<file path="src/rtl/fwd_pkg.sv">
// Shared types for the forwarding / load-use hazard controller.
// Entries carry rd zero-extended to MAX_REG_BITS so one struct serves every REG_BITS.
package fwd_pkg;

  localparam int DEF_REG_BITS = 5;
  localparam int MAX_REG_BITS = 8;

  typedef struct packed {
    logic                    valid;
    logic [MAX_REG_BITS-1:0] rd;
    logic                    regwrite;
    logic                    is_load;
  } entry_t;

  function automatic int fwd_selw(input int depth);
    return $clog2(depth + 1);
  endfunction

endpackage

</file>
<file path="src/rtl/fwd_hazard_ctrl_if.sv">
// ID-stage request / hazard-response bundle between the pipeline and fwd_hazard_ctrl.
interface fwd_hazard_ctrl_if
  import fwd_pkg::*;
#(
  parameter int REG_BITS = DEF_REG_BITS,
  parameter int NUM_SRC  = 2,
  parameter int DEPTH    = 2
);
  localparam int SELW = fwd_selw(DEPTH);

  logic                         id_valid;
  logic [NUM_SRC*REG_BITS-1:0]  id_rs;
  logic [NUM_SRC-1:0]           id_rs_used;
  logic [REG_BITS-1:0]          id_rd;
  logic                         id_regwrite;
  logic                         id_is_load;
  logic                         flush;
  logic                         stall;
  logic [NUM_SRC*SELW-1:0]      fwd_sel;
  logic [15:0]                  stall_count;

  modport master (
    output id_valid, id_rs, id_rs_used, id_rd, id_regwrite, id_is_load, flush,
    input  stall, fwd_sel, stall_count
  );

  modport slave (
    input  id_valid, id_rs, id_rs_used, id_rd, id_regwrite, id_is_load, flush,
    output stall, fwd_sel, stall_count
  );

endinterface

</file>
<file path="src/rtl/fwd_match.sv">
// Per-source priority match: youngest in-flight writer of rs wins.
module fwd_match
  import fwd_pkg::*;
#(
  parameter int DEPTH = 2,
  parameter int SELW  = 2
) (
  input  entry_t [DEPTH-1:0]      ents,
  input  logic [MAX_REG_BITS-1:0] rs,
  input  logic                    used,
  output logic [SELW-1:0]         sel,
  output logic                    is_load
);

  // Scan oldest to youngest so the lowest index overwrites any older hit.
  always_comb begin
    sel     = '0;
    is_load = 1'b0;
    for (int j = DEPTH - 1; j >= 0; j--) begin
      if (used && ents[j].valid && ents[j].regwrite &&
          ents[j].rd != '0 && ents[j].rd == rs) begin
        sel     = SELW'(j + 1);
        is_load = ents[j].is_load;
      end
    end
  end

endmodule

</file>
<file path="src/rtl/fwd_hazard_ctrl.sv">
// Forwarding select and load-use stall generation for an in-order pipeline.
// e[0] mirrors EX, e[k] mirrors forwarding stage k; e[DEPTH] is the write-back stage.
module fwd_hazard_ctrl
  import fwd_pkg::*;
#(
  parameter int REG_BITS         = DEF_REG_BITS,
  parameter int NUM_SRC          = 2,
  parameter int DEPTH            = 2,
  parameter int LOAD_READY_STAGE = 2
) (
  input  logic             clk,
  input  logic             reset,
  fwd_hazard_ctrl_if.slave bus
);

  localparam int SELW = fwd_selw(DEPTH);

  entry_t [DEPTH:0]                e;
  entry_t                          id_ent;
  logic [NUM_SRC-1:0][SELW-1:0]    sel;
  logic [NUM_SRC-1:0][SELW-1:0]    fwd_sel_q;
  logic [NUM_SRC-1:0]              src_load;
  logic [NUM_SRC-1:0]              src_haz;
  logic [15:0]                     stall_count_q;
  logic                            hazard;
  logic                            stall;
  logic                            load;

  for (genvar s = 0; s < NUM_SRC; s++) begin : g_src
    logic [MAX_REG_BITS-1:0] rs_ext;
    assign rs_ext = MAX_REG_BITS'(bus.id_rs[s*REG_BITS +: REG_BITS]);

    fwd_match #(.DEPTH(DEPTH), .SELW(SELW)) u_match (
      .ents    (e[DEPTH-1:0]),
      .rs      (rs_ext),
      .used    (bus.id_rs_used[s]),
      .sel     (sel[s]),
      .is_load (src_load[s])
    );

    // Load data not yet available at the stage it currently occupies.
    assign src_haz[s] = src_load[s] && (int'(sel[s]) < LOAD_READY_STAGE);
  end

  assign hazard = |src_haz;
  assign stall  = bus.id_valid && hazard && !bus.flush;
  assign load   = bus.id_valid && !stall && !bus.flush;

  always_comb begin
    id_ent          = '0;
    id_ent.valid    = 1'b1;
    id_ent.rd       = MAX_REG_BITS'(bus.id_rd);
    id_ent.regwrite = bus.id_regwrite;
    id_ent.is_load  = bus.id_is_load;
  end

  always_ff @(posedge clk) begin
    if (reset) begin
      e             <= '0;
      fwd_sel_q     <= '0;
      stall_count_q <= '0;
    end else begin
      for (int k = 1; k <= DEPTH; k++) e[k] <= e[k-1];
      e[0]      <= load ? id_ent : '0;
      fwd_sel_q <= load ? sel : '0;
      if (stall && stall_count_q != 16'hFFFF)
        stall_count_q <= stall_count_q + 16'd1;
    end
  end

  assign bus.stall       = stall;
  assign bus.fwd_sel     = fwd_sel_q;
  assign bus.stall_count = stall_count_q;

endmodule

</file>
<file path="src/flat_wrapper.sv">
// flat-port wrapper written by rule: the top's interface ports become plain ports
module fwd_hazard_ctrl_flat import fwd_pkg::*;
#(
  parameter int REG_BITS         = DEF_REG_BITS,
  parameter int NUM_SRC          = 2,
  parameter int DEPTH            = 2,
  parameter int LOAD_READY_STAGE = 2
)
  (clk, reset, bus_id_valid, bus_id_rs, bus_id_rs_used, bus_id_rd, bus_id_regwrite, bus_id_is_load, bus_flush, bus_stall, bus_fwd_sel, bus_stall_count);
  fwd_hazard_ctrl_if #(.REG_BITS(REG_BITS), .NUM_SRC(NUM_SRC), .DEPTH(DEPTH)) bus_i ();
  input  logic clk;
  input  logic reset;
  input wire logic [$bits(bus_i.id_valid)-1:0] bus_id_valid;
  input wire logic [$bits(bus_i.id_rs)-1:0] bus_id_rs;
  input wire logic [$bits(bus_i.id_rs_used)-1:0] bus_id_rs_used;
  input wire logic [$bits(bus_i.id_rd)-1:0] bus_id_rd;
  input wire logic [$bits(bus_i.id_regwrite)-1:0] bus_id_regwrite;
  input wire logic [$bits(bus_i.id_is_load)-1:0] bus_id_is_load;
  input wire logic [$bits(bus_i.flush)-1:0] bus_flush;
  output wire logic [$bits(bus_i.stall)-1:0] bus_stall;
  output wire logic [$bits(bus_i.fwd_sel)-1:0] bus_fwd_sel;
  output wire logic [$bits(bus_i.stall_count)-1:0] bus_stall_count;
  assign bus_i.id_valid = bus_id_valid;
  assign bus_i.id_rs = bus_id_rs;
  assign bus_i.id_rs_used = bus_id_rs_used;
  assign bus_i.id_rd = bus_id_rd;
  assign bus_i.id_regwrite = bus_id_regwrite;
  assign bus_i.id_is_load = bus_id_is_load;
  assign bus_i.flush = bus_flush;
  assign bus_stall = bus_i.stall;
  assign bus_fwd_sel = bus_i.fwd_sel;
  assign bus_stall_count = bus_i.stall_count;
  fwd_hazard_ctrl #(.REG_BITS(REG_BITS), .NUM_SRC(NUM_SRC), .DEPTH(DEPTH), .LOAD_READY_STAGE(LOAD_READY_STAGE)) u_core (.clk(clk), .reset(reset), .bus(bus_i));
endmodule
</file>
<file path="config.mk">
export PLATFORM = sky130hd
export DESIGN_NAME = fwd_hazard_ctrl_flat
export DESIGN_NICKNAME = d
export VERILOG_FILES = /design/src/rtl/fwd_pkg.sv /design/src/rtl/fwd_hazard_ctrl_if.sv /design/src/rtl/fwd_match.sv /design/src/rtl/fwd_hazard_ctrl.sv /design/src/flat_wrapper.sv
export SDC_FILE = /design/constraint.sdc
export NUM_CORES = 1
export LEC_CHECK = 0
export ABC_AREA = 1
export ABC_CLOCK_PERIOD_IN_PS = 2100
export BUFFER_PORTS_ARGS = -buffer_cell sky130_fd_sc_hd__buf_2
export CAP_MARGIN = 40
export CORE_ASPECT_RATIO = 0.8
export CORE_MARGIN = 10
export CORE_UTILIZATION = 54
export CTS_CLUSTER_SIZE = 28
export DETAILED_ROUTE_END_ITERATION = 7
export PLACE_DENSITY = 0.8
export SLEW_MARGIN = 40
export SYNTH_ARGS = -nofsm -noshare
export SYNTH_HDL_FRONTEND = slang
export SYNTH_SLANG_ARGS = --single-unit
</file>
<file path="constraint.sdc">
create_clock -name clk -period 2.1 [get_ports clk]
set_clock_uncertainty 0.15 [all_clocks]
set_input_delay 0.315 -clock clk [delete_from_list [all_inputs] [get_ports clk]]
set_output_delay 0.315 -clock clk [all_outputs]
set_load 0.005 [all_outputs]
</file>
# Word level (Yosys, flattened, before mapping)
# Cells that the tools add are included.
totals:
  elab_cells: 59
  regBits: 42
  input_bits: 23
  out_inout_bits: 21
classes:
  eq_ne: 5
  bitwise_logic: 1
  order_cmp: 2
  reduce_logical: 29
  add_sub_neg: 1
  muxes: 9
ops:
  columns: ["op", "count"]
  rows:
  - ["$eq A8 B5 Y1", 4]
  - ["$logic_and A1 B1 Y1", 23]
  - ["$add A16 B1 Y16 const B", 1]
  - ["$ne A16 B16 Y1 const B", 1]
  - ["$reduce_bool A8 Y1", 2]
  - ["$mux W11", 1]
  - ["$mux W2", 4]
  - ["$lt A2 B2 Y1 const B", 2]
  - ["$mux W1", 4]
  - ["$reduce_or A2 Y1", 2]
  - ["$logic_not A1 Y1", 2]
  - ["$not A1 Y1", 1]

# Depth between registers and ports, before layout
logic_depth:
  ltp_word: 16
  ltp_mapped: 13
  ltp_nobuf: 13

# By module
# From an unflattened synthesis, not the netlist that was laid out.
unflattened:
  hier_cells: 392
  hier_area_um2: 2408.6
by_module_without_submodules:
  columns: ["mod", "n_inst", "cells_per_inst", "area_per_inst_um2", "seq_area_each_um2"]
  rows:
  - ["fwd_hazard_ctrl", 1, 224, 1627.8, 720.7]
  - ["fwd_match", 2, 84, 390.4, 0.0]

# Least setup slack after synthesis
# OpenSTA, ideal clock, no wires.
synth_path:
  path_kind: "reg2reg"
  from: "reg u_core.stall_count_q[1], in the netlist u_core.bus.stall_count[1]"
  to: "reg u_core.stall_count_q[4], in the netlist u_core.bus.stall_count[4]"
  n_path_buf: 1
  t_required_ns: 1.836
  stages_incl_launch_ff: 10
  t_arrival_ns: 1.414
  setup_slack_ns: 0.422
  synth_period_minus_slack_ns: 1.678
  setup_ns: 0.114
  cell_sequence: "dfxtp_1 -> ha_1 -> nand2_2 -> nor3_4 -> nand4_2 -> buf_6 -> nand4_2 -> nand2_1 -> nand2_1 -> nor2_2"
synth_via:
  elab_chain_len: 2
  elab_cells_between_ends: 3
  classes_between: "1 x add/sub; 1 x eq/ne; 1 x reduce/logical"
synth_rtl:
  columns: ["item", "line", "rtl"]
  rows:
  - ["start: declaration", "fwd_hazard_ctrl.sv:24", "logic [15:0] stall_count_q;"]
  - ["start signal: assignment", "fwd_hazard_ctrl.sv:67", "stall_count_q <= stall_count_q + 16'd1;"]
  - ["branches (longest 2 deep; another with $add A16 B1 Y16)", null, null]
# Several ways; the timed one is not identified.
# A chain may end at the register's enable or synchronous reset.

# Worst setup path after layout
layout_path:
  from: "reg u_core.e[10] (netlist name)"
  to: "out bus_stall"
layout_via:
  elab_chain_len: 10
  elab_cells_between_ends: 19
  classes_between: "2 x order compare; 4 x mux; 13 x reduce/logical"
layout_rtl:
  columns: ["item", "line", "rtl"]
  rows:
  - ["start: declaration", "fwd_hazard_ctrl.sv:18", "entry_t [DEPTH:0] e;"]
  - ["$logic_and A1 B1 Y1 (3 in series)", "fwd_match.sv:20", "if (used && ents[j].valid && ents[j].regwrite &&"]
  - ["$logic_and A1 B1 Y1", "fwd_match.sv:21", "ents[j].rd != '0 && ents[j].rd == rs) begin"]
  - ["$mux W2", "fwd_match.sv:20", null]
  - ["$lt A2 B2 Y1", "fwd_hazard_ctrl.sv:42", "assign src_haz[s] = src_load[s] && (int'(sel[s]) < LOAD_READY_STAGE);"]
  - ["$logic_and A1 B1 Y1", "fwd_hazard_ctrl.sv:42", null]
  - ["$reduce_or A2 Y1 (*)", "fwd_hazard_ctrl.sv:45", "assign hazard = |src_haz;"]
  - ["$logic_and A1 B1 Y1 (*) (2 in series)", "fwd_hazard_ctrl.sv:46", "assign stall = bus.id_valid && hazard && !bus.flush;"]
  - ["end: declaration", "flat_wrapper.sv:20", "output wire logic [$bits(bus_i.stall)-1:0] bus_stall;"]
# Mark *: on every way between the ends. The rest lies on a longest branch, timed or not.

==> results by group <==
Global route
  • First-pass GRT wire length: 7500 um
  • Total track usage: 14.64%
  • Pin count of the biggest net entering global routing: 18
  • Total gr overflow: 0
  • Initial antenna violation count: 0
  • Vias in the first global route: 1688

Timing
  • Fmax: 497.3 MHz
  • Post-route minimum period: 2.011 ns
  • Final Setup Violations: 0
  • Slew @ Worst Pin: 0.4044 ns
  • Period utilization: 95.75%
  • Final Hold Fails: 0
  • Worst hold slack: 0.07470 ns
  • Setup TNS: 0 ns
  • Relative slew slack: 72.95%
  • Final-report max-slew violation count: 0

Clock tree
  • H-tree depth: 2
  • Clock root buffer: clkbuf_8
  • Clock Pin Slew Worst Setup and Hold Paths: 0.07 ns
  • Clk buf depth: 2
  • Sink Count: 35
  • Cts hold-fix bufs: 0
  • Cts bufs inserted: 5
  • TritonCTS clock tree: yes
  • Clk Latency, worst-skew pair: 0.29 ns

Die
  • Top Ports: 44
  • Die Area: 0.006536 mm2
  • Core area: 0.003495 mm2
  • Die Height: 74.34 um
  • Die W: 87.93 um
  • Num rows: 19
  • Initial Utilization: 57.04%

Finish
  • Number of diodes: 0
  • Filler Cell Count: 299
  • Reg area: 703.2 um2
  • P&R area growth vs syn: 18.39%
  • Final Net Count: 361
  • Share of layout cells above drive strength 1: 27.51%
  • Multi-input logic area: 0.001028 mm2

Synthesis
  • Synth Area in Simple Gates: 39.80%
  • Post-synth EDFFs: 0
  • Synth area leader: dfxtp_1
  • Top_reg_cell synth: dfxtp_1
  • Synth top area share: 35.15%
  • XOR/XNOR Fraction of Synth Area: 5.273%
  • Synth Area in Compound Gates: 5.085%
  • Cells after synthesis: 286
  • Synth unique cells: 28
  • Ys async rst share: 0%
  • Post-synthesis sequential area ratio: 35.15%
  • Largest family of logic cells by synthesized area: simple AND/OR/NAND/NOR gates
  • Syn nets: 310
  • Adder-cell share of the synthesized area: 0.6277%
  • Synthesized area: 0.001993 mm2
  • Synth Register Bits: 35
  • Post-synthesis mux area share: 0%
  • Synth area leaders: dfxtp_1 (35%), nand2_1 (11%), inv_1 (10%), nor2_1 (9.6%), nand4_2 (5.0%)
  • Avg Inst Size Synth: 6.969 um2
  • Warnings from Yosys: 0

Min path
  • Worst hold path type: input port to register
  • Hold path depth: 3

Routing
  • Post-route DRC: 0
  • ANT nets after route: 0
  • Vias per inst: 4.850
  • Final WL: 4760 um
  • First-pass iteration count of the detailed router: 4
  • Avg WL per Cell: 12.53 um
  • Starting DRT DRC Count: 132
  • DR vias: 1843

Placement
  • Count of input and output buffers: 43
  • Gpl congestion: 0.9407
  • Dpl hpwl: 3684 um

Worst setup path
  • Worst reg2reg path startpoint: u_core.bus.stall_count[1]
  • Crit-path cells: nand2_2 > nor2_2 > nand3_1 > nor2_2 > nand2_2 > nand2_8 > nand2_2 > clkinv_4 > buf_2
  • Critical Path Source: u_core.e[10]
  • CP max stage cell: dfxtp_1
  • CP Capture Point: bus_stall
  • Worst setup SP type: register
  • Critical Path Most Common Cell: nand2_2
  • R2R Path End: u_core.bus.stall_count[14]
  • CP delay by family, top: simple AND/OR/NAND/NOR gates
  • CP Data Required Time: 1.63 ns
  • Reg2reg setup slack: 0.24 ns
  • Type of the worst setup path: register to output pin
  • Worst path depth: 9
  • Critical path peak fanout: 7
  • Arrival time of the worst setup path: 1.55 ns
  • Worst r2r path cells: 8
  • Worst path max stage delay: 0.34 ns
  • WP buf/inv: 2
  • Crit. End Element: output pin

Power and ir drop
  • Leakage: 1.134 nW
  • Worst VDD drop: 0.0004006 V
  • Power per cell area: 528.4 mW/mm2

Run status
  • Status: finished clean

Job
  • Max cap viols: 0
routing by layer:
layer	routed length (um)	GRT usage [%]	vias up	share of wire, %
met5	0	0	-	0
met3	384	6.114	2	8.1
met1	2264	19.14	812	48
met4	21	4.240	0	0.44
li1	-	-	979	-
met2	2090	21.53	50	44
cells in the final DEF, fill, tap and decap left out:
cell type and n:
nand2_1 57, inv_1 53, nor2_1 49, buf_2 43
dfxtp_1 33, xnor2_1 11, nor2_2 10, nand4_1 9
nand3_1 8, nand4_2 8, o21bai_1 8, buf_4 7
nand2_2 6, nor3_1 6, inv_2 5, clkbuf_8 5
nor3_4 3, a21oi_1 2, o2111ai_1 2, clkbuf_1 2
dfxtp_2 2, nand2_8 1, clkinv_4 1, o21ai_0 1
a22o_1 1, nor4_1 1, xor2_1 1, nor3_2 1
ha_1 1, clkinv_2 1
synthesized netlist by cell type, types with 2 or more instances:
cell type	count
inv_1	53
nand2_1	58
nor2_2	8
nand4_2	8
inv_2	5
nor3_4	3
clkbuf_1	2
a21oi_1	2
nand4_1	9
buf_4	2
nand3_1	8
nor3_1	6
dfxtp_1	35
xnor2_1	11
o2111ai_1	2
nand2_2	5
nor2_1	51
o21bai_1	8
kinds of logic (layout without fill, tap and decap cells):
family / after synthesis / after routing
AOI/OAI and AO/OA: 14 / 14
and+or+nand+nor: 159 / 159
DFF: 35 / 35
adders and majority gates: 1 / 1
xor gates and xnor gates: 12 / 12
buffers and inverters: 65 / 117
final cells by class:
class	count	share of cell area (%)
timing repair buffer	50	11.35
multi-input combinational	186	43.58
inverter	59	9.597
clock inverter	1	0.2121
clock buffer	7	3.234
tap	42	2.227
sequential	35	29.80
worst min path at each step:
stage,slack (ns),from,endpoint
floorplan,0.25,u_core.e[10],u_core.e[21]
global route,0.07,bus_id_rd[2],u_core.e[4]
global placement,0.26,u_core.e[1],u_core.e[12]
finish,0.07,bus_id_rd[2],u_core.e[4]
detailed placement,0.26,u_core.e[1],u_core.e[12]
CTS,0.07,bus_id_rd[2],u_core.e[4]
worst min-delay path: cells and delay by family:
family / cells / cell delay [ns]
buf+inv: 2 / 0.13
simple gates: 1 / 0.03
where the power goes:
group	switching [W]	leakage [nW]	internal, W	total [W]
Combinational	0.0000510	0.808	0.0000425	0.0000935
Sequential	0.00000606	0.284	0.000670	0.000676
Clock	0.000244	0.0422	0.000233	0.000477
flip-flops by register name, summed over array words and instances, names as in the netlist:
register	cells
u_core.bus.stall_count	16
u_core.e	15
u_core.bus.fwd_sel	4
through the flow:
stage	setup slack [ns]	util (%)	power [W]	area [um2]	std cells
floorplan	0.4216	-	0.0007460	1993	286
global placement	0.2929	64.23	0.0007810	2245	370
detailed placement	0.2496	64.23	0.0007832	2245	370
CTS	0.05718	67.06	0.001253	2344	379
global route	-0.002207	67.53	0.001294	2360	380
finish	0.08931	67.53	0.001247	2360	380
repair_timing:
| action | 4_1_cts | 5_1_grt |
|---|---|---|
| buffers inserted | 1 | 1 |
| pin swaps | 1 | 3 |
| endpoints found under the setup margin | 1 | 1 |
| resized for setup | 2 | 4 |
Note: power is estimated with default switching activity, not from simulation.
